<file path="src/rtl/bus_slave_sel_pkg.sv">
//------------------------------------------------------------------------------
// Module   : bus_slave_sel_pkg
// Brief    : Shared bus header: state encodings, bus size defaults and
//            active-low enable/disable levels.
// Revision : 1.0 - initial release
//------------------------------------------------------------------------------
`default_nettype none

package bus_slave_sel_pkg;

  // Default bus geometry
  localparam int c_slave_num_def = 8;
  localparam int c_addr_w_def    = 30;

  // Active-low signal levels
  localparam logic c_en_n  = 1'b0;
  localparam logic c_dis_n = 1'b1;

  // Slave-select FSM states
  typedef enum logic [1:0] {
    ST_IDLE   = 2'd0,
    ST_ACCESS = 2'd1,
    ST_DONE   = 2'd2,
    ST_ERR    = 2'd3
  } state_t;

endpackage

`default_nettype wire

</file>
<file path="src/rtl/bus_slave_sel_if.sv">
//------------------------------------------------------------------------------
// Module   : bus_slave_sel_if
// Brief    : Master/slave-select bus bundle: address strobe, per-slave chip
//            selects and readies, master ready and error reporting.
// Revision : 1.0 - initial release
//------------------------------------------------------------------------------
`default_nettype none

interface bus_slave_sel_if
  import bus_slave_sel_pkg::*;
#(
  parameter int SLAVE_NUM = c_slave_num_def,
  parameter int ADDR_W    = c_addr_w_def
);
  localparam int IDX_W = $clog2(SLAVE_NUM);

  logic [ADDR_W-1:0]    s_addr;
  logic                 s_as_;
  logic [SLAVE_NUM-1:0] s_rdy_;
  logic [SLAVE_NUM-1:0] s_cs_;
  logic [IDX_W-1:0]     s_sel;
  logic                 m_rdy_;
  logic                 bus_err;
  logic                 busy;

  // Decoder side
  modport slave (
    input  s_addr, s_as_, s_rdy_,
    output s_cs_, s_sel, m_rdy_, bus_err, busy
  );

  // Bus master / slave-array side
  modport master (
    output s_addr, s_as_, s_rdy_,
    input  s_cs_, s_sel, m_rdy_, bus_err, busy
  );

endinterface

`default_nettype wire

</file>
<file path="src/rtl/bus_tmo_cnt.sv">
//------------------------------------------------------------------------------
// Module   : bus_tmo_cnt
// Brief    : Access timeout counter. Clears while clr is high, counts while
//            en is high, saturates at TIMEOUT-1 and flags expiry there.
// Revision : 1.0 - initial release
//------------------------------------------------------------------------------
`default_nettype none

module bus_tmo_cnt #(
  parameter int TIMEOUT = 255
) (
  input  logic clk,
  input  logic reset,
  input  logic clr,
  input  logic en,
  output logic expired
);
  localparam int CNT_W = $clog2(TIMEOUT + 1);
  localparam logic [CNT_W-1:0] c_last = CNT_W'(TIMEOUT - 1);

  logic [CNT_W-1:0] r_cnt;

  // Count access cycles; hold at the last value so the count never wraps
  always_ff @(posedge clk) begin
    if (!reset) begin
      r_cnt <= '0;
    end else if (clr) begin
      r_cnt <= '0;
    end else if (en && (r_cnt != c_last)) begin
      r_cnt <= r_cnt + CNT_W'(1);
    end
  end

  assign expired = (r_cnt == c_last);

endmodule

`default_nettype wire

</file>
<file path="src/rtl/bus_slave_sel.sv">
//------------------------------------------------------------------------------
// Module   : bus_slave_sel
// Brief    : Decodes the master address into a registered one-cold slave
//            chip select, waits for that slave's ready (with timeout) and
//            returns a one-cycle master ready or bus error pulse.
// Revision : 1.0 - initial release
//------------------------------------------------------------------------------
`default_nettype none

module bus_slave_sel
  import bus_slave_sel_pkg::*;
#(
  parameter int                   SLAVE_NUM = c_slave_num_def,
  parameter int                   ADDR_W    = c_addr_w_def,
  parameter int                   TIMEOUT   = 255,
  parameter logic [SLAVE_NUM-1:0] SLAVE_EN  = '1
) (
  input  logic           clk,
  input  logic           reset,
  bus_slave_sel_if.slave bus
);
  localparam int IDX_W = $clog2(SLAVE_NUM);

  state_t               r_state;
  logic [SLAVE_NUM-1:0] r_cs_;
  logic [IDX_W-1:0]     r_sel;
  logic                 r_m_rdy_;
  logic                 r_bus_err;
  logic                 r_busy;

  logic [IDX_W-1:0]     w_idx;
  logic [SLAVE_NUM-1:0] w_dec_cs_;
  logic                 w_present;
  logic                 w_sel_rdy;
  logic                 w_in_access;
  logic                 w_expired;
  logic                 w_unused_addr;

  // Slave index lives in the top address bits; the rest is the slave's own
  assign w_idx         = bus.s_addr[ADDR_W-1 -: IDX_W];
  assign w_unused_addr = ^bus.s_addr[ADDR_W-IDX_W-1:0];
  assign w_present     = SLAVE_EN[w_idx];

  // Only the selected slave's ready is looked at
  assign w_sel_rdy   = (bus.s_rdy_[r_sel] == c_en_n);
  assign w_in_access = (r_state == ST_ACCESS);

  // One-cold chip-select decode of the incoming index
  for (genvar i = 0; i < SLAVE_NUM; i++) begin : g_cs_dec
    assign w_dec_cs_[i] = (w_idx == IDX_W'(i)) ? c_en_n : c_dis_n;
  end

  // Counter is held clear outside ACCESS, so it restarts at 0 on every entry
  bus_tmo_cnt #(
    .TIMEOUT (TIMEOUT)
  ) u_tmo_cnt (
    .clk     (clk),
    .reset   (reset),
    .clr     (!w_in_access),
    .en      (w_in_access),
    .expired (w_expired)
  );

  // Select FSM with all bus outputs registered; pulses default to inactive
  always_ff @(posedge clk) begin
    if (!reset) begin
      r_state   <= ST_IDLE;
      r_cs_     <= {SLAVE_NUM{c_dis_n}};
      r_sel     <= '0;
      r_m_rdy_  <= c_dis_n;
      r_bus_err <= 1'b0;
      r_busy    <= 1'b0;
    end else begin
      r_m_rdy_  <= c_dis_n;
      r_bus_err <= 1'b0;
      case (r_state)
        ST_IDLE, ST_DONE: begin
          r_state <= ST_IDLE;
          r_cs_   <= {SLAVE_NUM{c_dis_n}};
          r_busy  <= 1'b0;
          if (bus.s_as_ == c_en_n) begin
            r_sel <= w_idx;
            if (w_present) begin
              r_state <= ST_ACCESS;
              r_cs_   <= w_dec_cs_;
              r_busy  <= 1'b1;
            end else begin
              r_state   <= ST_ERR;
              r_m_rdy_  <= c_en_n;
              r_bus_err <= 1'b1;
            end
          end
        end
        ST_ACCESS: begin
          // Ready takes priority over a timeout in the same cycle
          if (w_sel_rdy) begin
            r_state  <= ST_DONE;
            r_cs_    <= {SLAVE_NUM{c_dis_n}};
            r_busy   <= 1'b0;
            r_m_rdy_ <= c_en_n;
          end else if (w_expired) begin
            r_state   <= ST_ERR;
            r_cs_     <= {SLAVE_NUM{c_dis_n}};
            r_busy    <= 1'b0;
            r_m_rdy_  <= c_en_n;
            r_bus_err <= 1'b1;
          end
        end
        ST_ERR: begin
          r_state <= ST_IDLE;
        end
        default: begin
          r_state <= ST_IDLE;
          r_cs_   <= {SLAVE_NUM{c_dis_n}};
          r_busy  <= 1'b0;
        end
      endcase
    end
  end

  assign bus.s_cs_   = r_cs_;
  assign bus.s_sel   = r_sel;
  assign bus.m_rdy_  = r_m_rdy_;
  assign bus.bus_err = r_bus_err;
  assign bus.busy    = r_busy;

endmodule

`default_nettype wire

</file>
<file path="src/flat_wrapper.sv">
// flat-port wrapper written by rule: the top's interface ports become plain ports
module bus_slave_sel_flat import bus_slave_sel_pkg::*;
#(
  parameter int                   SLAVE_NUM = c_slave_num_def,
  parameter int                   ADDR_W    = c_addr_w_def,
  parameter int                   TIMEOUT   = 255,
  parameter logic [SLAVE_NUM-1:0] SLAVE_EN  = '1
)
  (clk, reset, bus_s_addr, bus_s_as_, bus_s_rdy_, bus_s_cs_, bus_s_sel, bus_m_rdy_, bus_bus_err, bus_busy);
  bus_slave_sel_if #(.SLAVE_NUM(SLAVE_NUM), .ADDR_W(ADDR_W)) bus_i ();
  input  logic clk;
  input  logic reset;
  input wire logic [$bits(bus_i.s_addr)-1:0] bus_s_addr;
  input wire logic [$bits(bus_i.s_as_)-1:0] bus_s_as_;
  input wire logic [$bits(bus_i.s_rdy_)-1:0] bus_s_rdy_;
  output wire logic [$bits(bus_i.s_cs_)-1:0] bus_s_cs_;
  output wire logic [$bits(bus_i.s_sel)-1:0] bus_s_sel;
  output wire logic [$bits(bus_i.m_rdy_)-1:0] bus_m_rdy_;
  output wire logic [$bits(bus_i.bus_err)-1:0] bus_bus_err;
  output wire logic [$bits(bus_i.busy)-1:0] bus_busy;
  assign bus_i.s_addr = bus_s_addr;
  assign bus_i.s_as_ = bus_s_as_;
  assign bus_i.s_rdy_ = bus_s_rdy_;
  assign bus_s_cs_ = bus_i.s_cs_;
  assign bus_s_sel = bus_i.s_sel;
  assign bus_m_rdy_ = bus_i.m_rdy_;
  assign bus_bus_err = bus_i.bus_err;
  assign bus_busy = bus_i.busy;
  bus_slave_sel #(.SLAVE_NUM(SLAVE_NUM), .ADDR_W(ADDR_W), .TIMEOUT(TIMEOUT), .SLAVE_EN(SLAVE_EN)) u_core (.clk(clk), .reset(reset), .bus(bus_i));
endmodule
</file>
<file path="config.mk">
export PLATFORM = sky130hd
export DESIGN_NAME = bus_slave_sel_flat
export DESIGN_NICKNAME = d
export VERILOG_FILES = /design/src/rtl/bus_slave_sel_pkg.sv /design/src/rtl/bus_slave_sel_if.sv /design/src/rtl/bus_tmo_cnt.sv /design/src/rtl/bus_slave_sel.sv /design/src/flat_wrapper.sv
export SDC_FILE = /design/constraint.sdc
export NUM_CORES = 1
export LEC_CHECK = 0
export BUFFER_PORTS_ARGS = -buffer_cell sky130_fd_sc_hd__buf_2
export CAP_MARGIN = 10
export CORE_MARGIN = 2
export CORE_UTILIZATION = 45
export CTS_CLUSTER_SIZE = 12
export DETAILED_ROUTE_END_ITERATION = 8
export PLACE_DENSITY = 0.76
export SYNTH_ARGS = -nofsm -noshare
export SYNTH_HDL_FRONTEND = slang
export SYNTH_HIERARCHICAL = 1
export SYNTH_SLANG_ARGS = --single-unit
</file>
<file path="constraint.sdc">
create_clock -name clk -period 2.35 [get_ports clk]
set_clock_uncertainty 0.15 [all_clocks]
set_input_delay 0 -clock clk [delete_from_list [all_inputs] [get_ports clk]]
set_output_delay 0 -clock clk [all_outputs]
set_load 0.1 [all_outputs]
</file>
==> metrics.md <==
| Metric | Value |
|---|---|
| Synth top area share | `41.3%` |
| Share of layout cells above drive strength 1 | `28.6%` |
| Pins Over Slew Limit | `0` |
| Slowest cell on the critical path | `dlygate4sd3_1` |
| DR WL/cell | `12.2 µm` |
| Clk slew on worst S/H paths | `0.13 ns` |
| Critical Path Start | `u_core/r_state[0]` |
| Worst slew margin | `67.8%` |
| Worst vdd ir | `0.000413 V` |
| Final Hold Viols | `0` |
| Power Internal | `649 µW` |
| Status | `finished clean` |
| Reg2reg path depth | `5` |
| Worst Tran Pin Value | `0.481 ns` |
| Die area | `3010 µm²` |
| CTS Buffer Depth | `2` |
| Crit Path Category | `reg -> reg` |
| Pwr/cell area | `602 nW/µm²` |
| Slowest stage delay, CP | `0.60 ns` |
| Reg power frac | `48.3%` |
| Routability cong. | `0.729` |
| Yosys top cell by area | `dfxtp_1` |
| Die H | `54.9 µm` |
| Num CTS Buffers | `3` |
| Commonest non-fill, non-tap cell in the layout | `buf_2` |
| CP Capture Point | `u_core/bus.s_sel[2]` |
| Reg2Reg Capture Point | `u_core/bus.s_sel[2]` |
| Post-Syn Area | `1160 µm²` |
| Initial Util | `47.4%` |
| WP data arrival | `2.32 ns` |
| DRC Markers | `0` |
| Grt total ovfl | `0` |
| CTS tree | `done` |
| Cell row count | `18` |
| Commonest cells after routing, fill and taps aside | `buf_2, dfxtp_1, nand2_1` |
| Worst endpoint required time | `2.46 ns` |
| Post-synth EDFFs | `0` |
| Io pins | `55` |
| Crit path max fanout | `11` |
| CP cell instances | `nor2_2 > nand2_1 > dlygate4sd3_1 > a21boi_0 > dlygate4sd3_1` |
| Power share of the combinational group | `18.8%` |
| Layout area overhead | `27.8%` |
| Syn Nets | `165` |
| CP startpoint kind | `flop` |
| Fill cells | `213` |
| Antenna diodes | `0` |
| HP Class | `in -> reg` |
| Final period util | `93.9%` |
| Min Tclk post-route | `2.21 ns` |
| First-iteration detailed-routing DRC count | `16` |
| Synth cell types | `39` |
| Setup tns final | `0 ns` |
| Setup Buffers After CTS | `0` |
| Pleak | `0.000605 µW` |
| Die Wd | `54.9 µm` |
| RSZ-0062 raised after global routing | `false` |
| Sink Count | `24` |
| GRT Util Overall | `17.9%` |
| Post-detail-place hpwl | `1630 µm` |
| Switching Share | `27.5%` |
| IO buf count | `27` |
| Main synth FF type | `dfxtp_1` |
| Fin area | `1490 µm²` |
| Core Region | `2450 µm²` |
| Nets | `205` |
| Seq cells post-synth | `24` |
| FFs w/ async S/R, synth | `0%` |
| Via count of the first global-routing pass | `913` |
| CP top delay family | `buffers and inverters` |
| WHS Path Cells | `5` |
| Max-cap violations | `0` |
| Initial antenna violation count | `0` |
| Clock share of power | `32.9%` |
| Clock Latency Late Sink | `0.31 ns` |
| Final Setup Violations | `0` |
| Register area share after synthesis | `41.3%` |
| Final antenna-violating net count | `0` |
| Final wirelength | `2320 µm` |
| CP dominant cell by count | `dlygate4sd3_1` |
| Fmax | `453 MHz` |
| CP Capture Type | `flop` |
| P_sw | `246 µW` |
| Vias | `1031` |
| H-tree Lvls | `1` |
| Clk Tree Root Cell | `clkbuf_4` |
| WP buf/inv | `2` |
| Largest net degree at the start of global routing | `15` |
| Number of synthesis warnings | `6` |
| Cell Area, Placed | `1320 µm²` |
| CP Depth | `5` |
| Worst r2r src | `u_core/r_state[0]` |
| Synth area leaders | `dfxtp_1, mux2i_1, nand2_1` |
| Post-synthesis cell count | `122` |
| First-pass iteration count of the detailed router | `4` |
| Vias per inst | `5.40` |
| Reg-to-reg setup timing slack | `0.14 ns` |
| Global-route wire length before repair | `3900 µm` |
| Syn Area/Cell | `9.54 µm²` |
layout make-up:
class | instances | area [µm²] | area share, %
clock buffers | 3 | 22.5 | 1.51
clock inverters | 1 | 30.0 | 2.02
inverters | 5 | 18.8 | 1.26
multi-input cells | 89 | 644 | 43.3
flip-flops and latches | 24 | 482 | 32.4
well taps | 30 | 37.5 | 2.52
repair buffers | 39 | 253 | 17.0
per-stage QoR:
step	power, µW	cells	utilization, %	hold WS, ns	setup slack, ns
after global placement	589	176	53.8	0.135	0.384
after floorplan	559	122	-	-0.00507	0.0908
after global routing	928	191	60.6	0.148	0.0476
after CTS	902	191	60.4	0.0838	0.188
final	895	191	60.6	0.0870	0.144
after detailed placement	592	176	53.8	0.144	0.332
layer usage:
metal / up-vias / share of wire [%] / wire length (µm) / track usage [%]
li1: 528 / - / - / -
met1: 475 / 45 / 1050 / 22.0
met2: 24 / 48 / 1110 / 30.8
met3: 4 / 5.9 / 136 / 3.28
met4: 0 / 1.5 / 35 / 6.67
met5: - / 0 / 0 / 0
registers in the layout (all words and copies together) (netlist names):
signal and flops:
u_core/bus.bus_err 1, u_core/bus.busy 1, u_core/bus.m_rdy_ 1, u_core/bus.s_cs_ 8
u_core/bus.s_sel 3, u_core/r_state 2, u_core/u_tmo_cnt/r_cnt 8
worst register-to-register path, stage by stage (launching register included):
cell and delay, ns:
dfxtp_2 0.40, nor2_2 0.17, nand2_1 0.07, dlygate4sd3_1 0.55, a21boi_0 0.23, dlygate4sd3_1 0.60
power groups by stage:
| stage | registers [µW] | clock network, µW | logic (µW) |
|---|---|---|---|
| after floorplan | 493 | 0 | 66.0 |
| after global placement | 440 | 0 | 149 |
| after detailed placement | 440 | 0 | 151 |
| after CTS | 432 | 305 | 166 |
| after global routing | 435 | 314 | 179 |
| final | 432 | 295 | 168 |
synth_stat cells, types with 3 or more instances:
cell type	instances
nor2b_1	3
nand2b_1	3
dfxtp_1	24
o21ai_0	9
clkbuf_1	3
a2bb2oi_1	6
nand2_1	15
nand3_1	3
inv_1	5
a21boi_0	3
nor2_1	6
mux2i_1	6
a31oi_1	4
cell families after synthesis:
family	count (synthesis)	synth area share [%]
AOI/OAI and AO/OA	30	20.9
muxes	7	6.45
DFF	24	41.3
adders and majority gates	2	2.15
and+or+nand+nor	50	25.7
buffers and inverters	9	3.55
repair_timing:
item	in CTS	in global routing
hold buffers	11	0
gates resized for setup	0	2
setup endpoints to repair	0	1
hold endpoints to repair	16	0
worst min path at each step:
stage	startpoint	end	slack, ns
finish	bus_s_rdy_[0]	u_core/bus.bus_err	0.09
global route	bus_s_rdy_[0]	u_core/bus.bus_err	0.15
CTS	bus_s_rdy_[0]	u_core/bus.bus_err	0.08
detailed placement	bus_s_addr[29]	u_core/bus.s_cs_[3]	0.14
global placement	bus_s_addr[29]	u_core/bus.s_cs_[3]	0.14
floorplan	bus_s_addr[27]	u_core/bus.s_sel[0]	-0.005
No activity file was read; power rests on OpenSTA's default activity.
